File: config.mk
export PLATFORM = sky130hd
export DESIGN_NAME = vc_pop_arbiter
export DESIGN_NICKNAME = d
export VERILOG_FILES = /design/src/rtl/vc_pop_arbiter.sv
export SDC_FILE = /design/constraint.sdc
export NUM_CORES = 1
export LEC_CHECK = 0
export CORE_MARGIN = 2
export CORE_UTILIZATION = 38
export CTS_BUF_LIST = sky130_fd_sc_hd__clkbuf_4 sky130_fd_sc_hd__clkbuf_8
export DETAILED_ROUTE_END_ITERATION = 16
export PLACE_DENSITY = 0.73
export SLEW_MARGIN = 10
export SYNTH_ARGS = -nofsm -noshare
export SYNTH_HDL_FRONTEND = slang
export SYNTH_SLANG_ARGS = --single-unit
File: constraint.sdc
create_clock -name clk -period 1.46 [get_ports clk]
set_input_delay 0.292 -clock clk [delete_from_list [all_inputs] [get_ports clk]]
set_output_delay 0.292 -clock clk [all_outputs]
set_load 0.005 [all_outputs]
File: src/rtl/vc_pop_arbiter.sv
// vc_pop_arbiter: pops the vc0/vc1 FIFOs (vc0 strict priority), routes each word to d0/d1 by its MSB.
// Latency: pop in N, push in N+2; sustains 1 word/cycle. Optional pop counters: VC_POP_COUNT_EN.
// Backpressure: either destination pause blocks pops; up to 2 words already in flight still complete.
module vc_pop_arbiter #(
    parameter int DATA_SIZE = 6,
    parameter int COUNT_W   = 8
) (
    input  logic                 clk,
    input  logic                 reset,
    input  logic                 fifo_empty_vc0,
    input  logic                 fifo_empty_vc1,
    input  logic                 fifo_error_vc0,
    input  logic                 fifo_error_vc1,
    input  logic [DATA_SIZE-1:0] data_mux_0,
    input  logic [DATA_SIZE-1:0] data_mux_1,
    input  logic                 fifo_pause_d0,
    input  logic                 fifo_pause_d1,
    output logic                 pop_vc0,
    output logic                 pop_vc1,
    output logic                 push_d0,
    output logic                 push_d1,
    output logic [DATA_SIZE-1:0] data_d0,
    output logic [DATA_SIZE-1:0] data_d1,
    output logic                 arb_idle,
    output logic                 arb_error
`ifdef VC_POP_COUNT_EN
    ,
    output logic [COUNT_W-1:0]   pop_count_vc0,
    output logic [COUNT_W-1:0]   pop_count_vc1
`endif
);

    typedef enum logic [1:0] {S_INIT, S_IDLE, S_ACTIVE, S_ERROR} state_t;

    state_t                 state;
    state_t                 state_nxt;
    logic                   err_in;
    logic                   pop_en;
    logic                   s1_vld;
    logic                   s1_sel;
    logic                   drain;
    logic [DATA_SIZE-1:0]   word;

    assign err_in = fifo_error_vc0 | fifo_error_vc1;

    always_comb begin
        state_nxt = state;
        case (state)
            S_INIT:   state_nxt = S_IDLE;
            S_IDLE: begin
                if (err_in)
                    state_nxt = S_ERROR;
                else if (!fifo_empty_vc0 || !fifo_empty_vc1)
                    state_nxt = S_ACTIVE;
            end
            S_ACTIVE: begin
                if (err_in)
                    state_nxt = S_ERROR;
                else if (fifo_empty_vc0 && fifo_empty_vc1 && !s1_vld)
                    state_nxt = S_IDLE;
            end
            S_ERROR:  state_nxt = S_ERROR;
            default:  state_nxt = S_INIT;
        endcase

        // Both pauses gate the pop: the destination is only known once the word is read.
        pop_en  = !reset && (state == S_ACTIVE) && !fifo_pause_d0 && !fifo_pause_d1;
        pop_vc0 = pop_en && !fifo_empty_vc0;
        pop_vc1 = pop_en && fifo_empty_vc0 && !fifo_empty_vc1;

        // A word read back while the FSM is heading into ERROR is dropped.
        word  = s1_sel ? data_mux_1 : data_mux_0;
        drain = s1_vld && (state_nxt != S_ERROR);
    end

    always_ff @(posedge clk) begin
        if (reset) begin
            state     <= S_INIT;
            s1_vld    <= 1'b0;
            s1_sel    <= 1'b0;
            push_d0   <= 1'b0;
            push_d1   <= 1'b0;
            data_d0   <= '0;
            data_d1   <= '0;
            arb_idle  <= 1'b0;
            arb_error <= 1'b0;
        end else begin
            state     <= state_nxt;
            s1_vld    <= (pop_vc0 || pop_vc1) && (state_nxt != S_ERROR);
            s1_sel    <= pop_vc1;
            push_d0   <= drain && !word[DATA_SIZE-1];
            push_d1   <= drain && word[DATA_SIZE-1];
            if (drain && !word[DATA_SIZE-1])
                data_d0 <= word;
            if (drain && word[DATA_SIZE-1])
                data_d1 <= word;
            arb_idle  <= (state == S_IDLE) && (state_nxt == S_IDLE) && !s1_vld;
            arb_error <= (state_nxt == S_ERROR);
        end
    end

`ifdef VC_POP_COUNT_EN
    always_ff @(posedge clk) begin
        if (reset) begin
            pop_count_vc0 <= '0;
            pop_count_vc1 <= '0;
        end else if (state != S_ERROR) begin
            if (pop_vc0)
                pop_count_vc0 <= pop_count_vc0 + COUNT_W'(1);
            if (pop_vc1)
                pop_count_vc1 <= pop_count_vc1 + COUNT_W'(1);
        end
    end
`endif

endmodule
==> results.sh <==
export IMPL_status="complete, but fails checks"
export IMPL_violations="negative setup slack"
export IMPL_setup_slack_ns=-0.3453
export IMPL_finalHoldViolations=0
export IMPL_area_growth_syn_to_layout_pct=70.79
export IMPL_layout_common_cells="clkdlybuf4s50_1, buf_4, dfxtp_2"
export IMPL_drive_gt1_share_pct=36.23
export IMPL_crit_type="register to output pin"
export IMPL_drt_pass1_iterations=4
export IMPL_ys_warn_count=0
export IMPL_fin_crit_ns=1.805
export IMPL_grtUsageMet2_pct=32.70
export IMPL_grt_pass1_wl_um=3553
export IMPL_arrival_ns=1.51
export IMPL_power_density_nw_per_um2=669.2
export IMPL_cts_hold_buf=0
export IMPL_start_util_pct=39.69
export IMPL_grt_use_met1_pct=19.89
export IMPL_die_h_um=51.84
export IMPL_finalCritPeriodShare_pct=123.6
export IMPL_syn_nets=100
export IMPL_final_nets=160
export IMPL_layout_commonest_cell="clkdlybuf4s50_1"
export IMPL_wl_per_cell_um=13.10
export IMPL_critPathMaxStageDelay_ns=0.43
export IMPL_clk_path_buf_depth=2
export IMPL_clkLatencyLatePin_ns=0.30
export IMPL_slew_headroom_pct=77.03
export IMPL_hold_start="data_d1[5]"
export IMPL_ctsRootBufferMaster="clkbuf_4"
export IMPL_antenna_cells=0
export IMPL_track_usage_pct=17.63
export IMPL_netlist_instances=80
export IMPL_tightestPinTransition_ns=0.3414
export IMPL_syn_cell_area_sq_um=869.6
export IMPL_grtUsageMet3_pct=2.874
export IMPL_placed_cells=161
export IMPL_core_area_sq_um=2191
export IMPL_grt_max_degree=17
export IMPL_avgSynthCellArea_sq_um=10.87
export IMPL_cap_violations=0
export IMPL_gr_total_overflow=0
export IMPL_dp_hpwl_um=1599
export IMPL_die_x_um=51.84
export IMPL_port_buffers=37
export IMPL_hold_ws_ns=0.4591
export IMPL_cts_buffers=3
export IMPL_finalSetupViolCount=8
export IMPL_drt_iter0_markers=4
export IMPL_finalMaxSlewViolations=0
export IMPL_rrSetupSlack_ns=-0.08
export IMPL_grt_pass1_vias=828
export IMPL_std_cell_rows=17
export IMPL_drtAntennaViolNets=0
export IMPL_finClkSkew_ns=0.001793
export IMPL_cts_tree="built"
export IMPL_h_tree_depth=1
export IMPL_wl_um=2175
export IMPL_crit_path_end_kind="output pin"
export IMPL_ff2ff_path_depth=3
export IMPL_busiest_layer="met2"
export IMPL_hold_class="register to register"
export IMPL_final_core_util_pct=67.79
export IMPL_path_clk_slew_ns=0.11
export IMPL_io_pins=38
export IMPL_whs_endpoint="data_d1[5]"
export IMPL_cp_required_ns=1.17
export IMPL_max_freq_mhz=553.9
export IMPL_ir_drop_mv=0.4882
export IMPL_cp_max_fo=3
export IMPL_viasPerCell=4.940
export IMPL_leakage_nw=0.6945
export IMPL_cp_start_kind="register"
export IMPL_instances_no_fill=166
export IMPL_path_cells="nand2b_4 -> or4_4 -> nor3b_2 -> buf_2"
export IMPL_drc_errors=0
export IMPL_antenna_found_initial=0
export IMPL_cpMaxStageDelayCell="or4_4"
export IMPL_rsz0062_at_grt="yes"
export IMPL_die_area_sq_um=2687
export IMPL_place_gp_congestion=0.7792
export IMPL_yosys_register_bits=20
export IMPL_cts_sinks=20
export IMPL_p_total_w=0.0009939
export IMPL_synth_cell_types=32
export IMPL_r2r_end="data_d0[2]"
export IMPL_reg2reg_from="s1_sel"
export IMPL_holdPathStages=2
export IMPL_seq_area_frac_synth_pct=46.04
export IMPL_vias=820
## power breakdown
group | internal, W | leakage, nW | switching [W]
Sequential | 0.000554 | 0.167 | 0.00000539
Clock | 0.0000961 | 0.0138 | 0.000163
Combinational | 0.000107 | 0.513 | 0.0000687
Total | 0.000757 | 0.695 | 0.000237
## worst max path at each step
stage	end	from	depth (start not counted)
floorplan	data_d0[0]	s1_sel	4
global placement	pop_vc1	reset	4
detailed placement	pop_vc1	reset	4
CTS	pop_vc1	state[0]	4
global route	pop_vc1	state[0]	4
finish	pop_vc1	state[0]	4
## sequential cells by signal, indices dropped and copies added, names as in the netlist
register / cells
data_d1: 6
state: 2
push_d1: 1
arb_error: 1
s1_sel: 1
push_d0: 1
s1_vld: 1
data_d0: 6
arb_idle: 1
## cell usage after synthesis (all sizes together)
| master | n | area, sq um |
|---|---|---|
| o31a | 1 | 8.760 |
| o41ai | 1 | 8.760 |
| a22o | 5 | 45.04 |
| o21a | 1 | 7.510 |
| nand2b | 1 | 6.260 |
| nor3b | 2 | 15.01 |
| dfxtp | 20 | 400.4 |
| dlymetal6s2s | 1 | 12.51 |
| nor4b | 1 | 8.760 |
| nor2 | 8 | 30.03 |
| mux2 | 6 | 82.57 |
| or4 | 1 | 7.510 |
| o21ai | 1 | 5.000 |
| nand4 | 1 | 6.260 |
| and2 | 2 | 13.77 |
| inv | 4 | 15.01 |
| mux2i | 5 | 50.05 |
| buf | 1 | 11.26 |
| a211oi | 1 | 7.510 |
| a21oi | 4 | 20.02 |
| o41a | 1 | 11.26 |
| o2bb2ai | 1 | 8.760 |
| and3b | 1 | 8.760 |
| nand2 | 1 | 3.750 |
| and4 | 1 | 8.760 |
| o31ai | 1 | 7.510 |
| nor4 | 2 | 27.53 |
| nor2b | 5 | 31.28 |
## area by class of cell
cell class | instances | area, sq um
Multi-Input combinational cell | 54 | 469.2
Clock buffer | 3 | 22.52
Timing Repair Buffer | 57 | 528.0
Fill cell | 182 | 705.7
Sequential cell | 20 | 415.4
Inverter | 4 | 15.01
Tap cell | 28 | 35.03
## worst max-delay path, delay by kind of cell, from the launching register on
family / cells / cell delay, ns
DFF: 1 / 0.33
and+or+nand+nor: 3 / 0.74
buffers and inverters: 1 / 0.14
## per-layer routing
layer / up-vias / share of wire, %
met4: 0 / 0.78
met2: 18 / 54
met5: - / 0
li1: 412 / -
met3: 3 / 3.4
met1: 387 / 42
## kinds of logic (layout without fill, tap and decap cells)
logic type	count (synthesis)	in the layout	share of synthesized area [%]
and+or+nand+nor	26	26	19.28
DFF	20	20	46.04
AOI/OAI and AO/OA	17	17	14.96
muxes	11	11	15.25
buffers and inverters	6	64	4.460
## metrics by stage
step	setup WS [ns]	area, sq um	TNS, ns
floorplan	-0.04845	883.3	-0.3889
global route	-0.3919	1485	-1.409
CTS	-0.3598	1443	-0.9937
global placement	-0.8707	1400	-7.774
detailed placement	-0.9185	1400	-8.156
finish	-0.3453	1485	-0.9429
## repair_timing
| item | in CTS | in global routing |
|---|---|---|
| buffers inserted | 1 | 1 |
| endpoints found under the setup margin | 15 | 24 |
| gates resized for setup | 20 | 17 |
| gates cloned | 0 | 0 |
| pin swaps | 9 | 0 |
No activity file was read; power rests on OpenSTA's default activity.
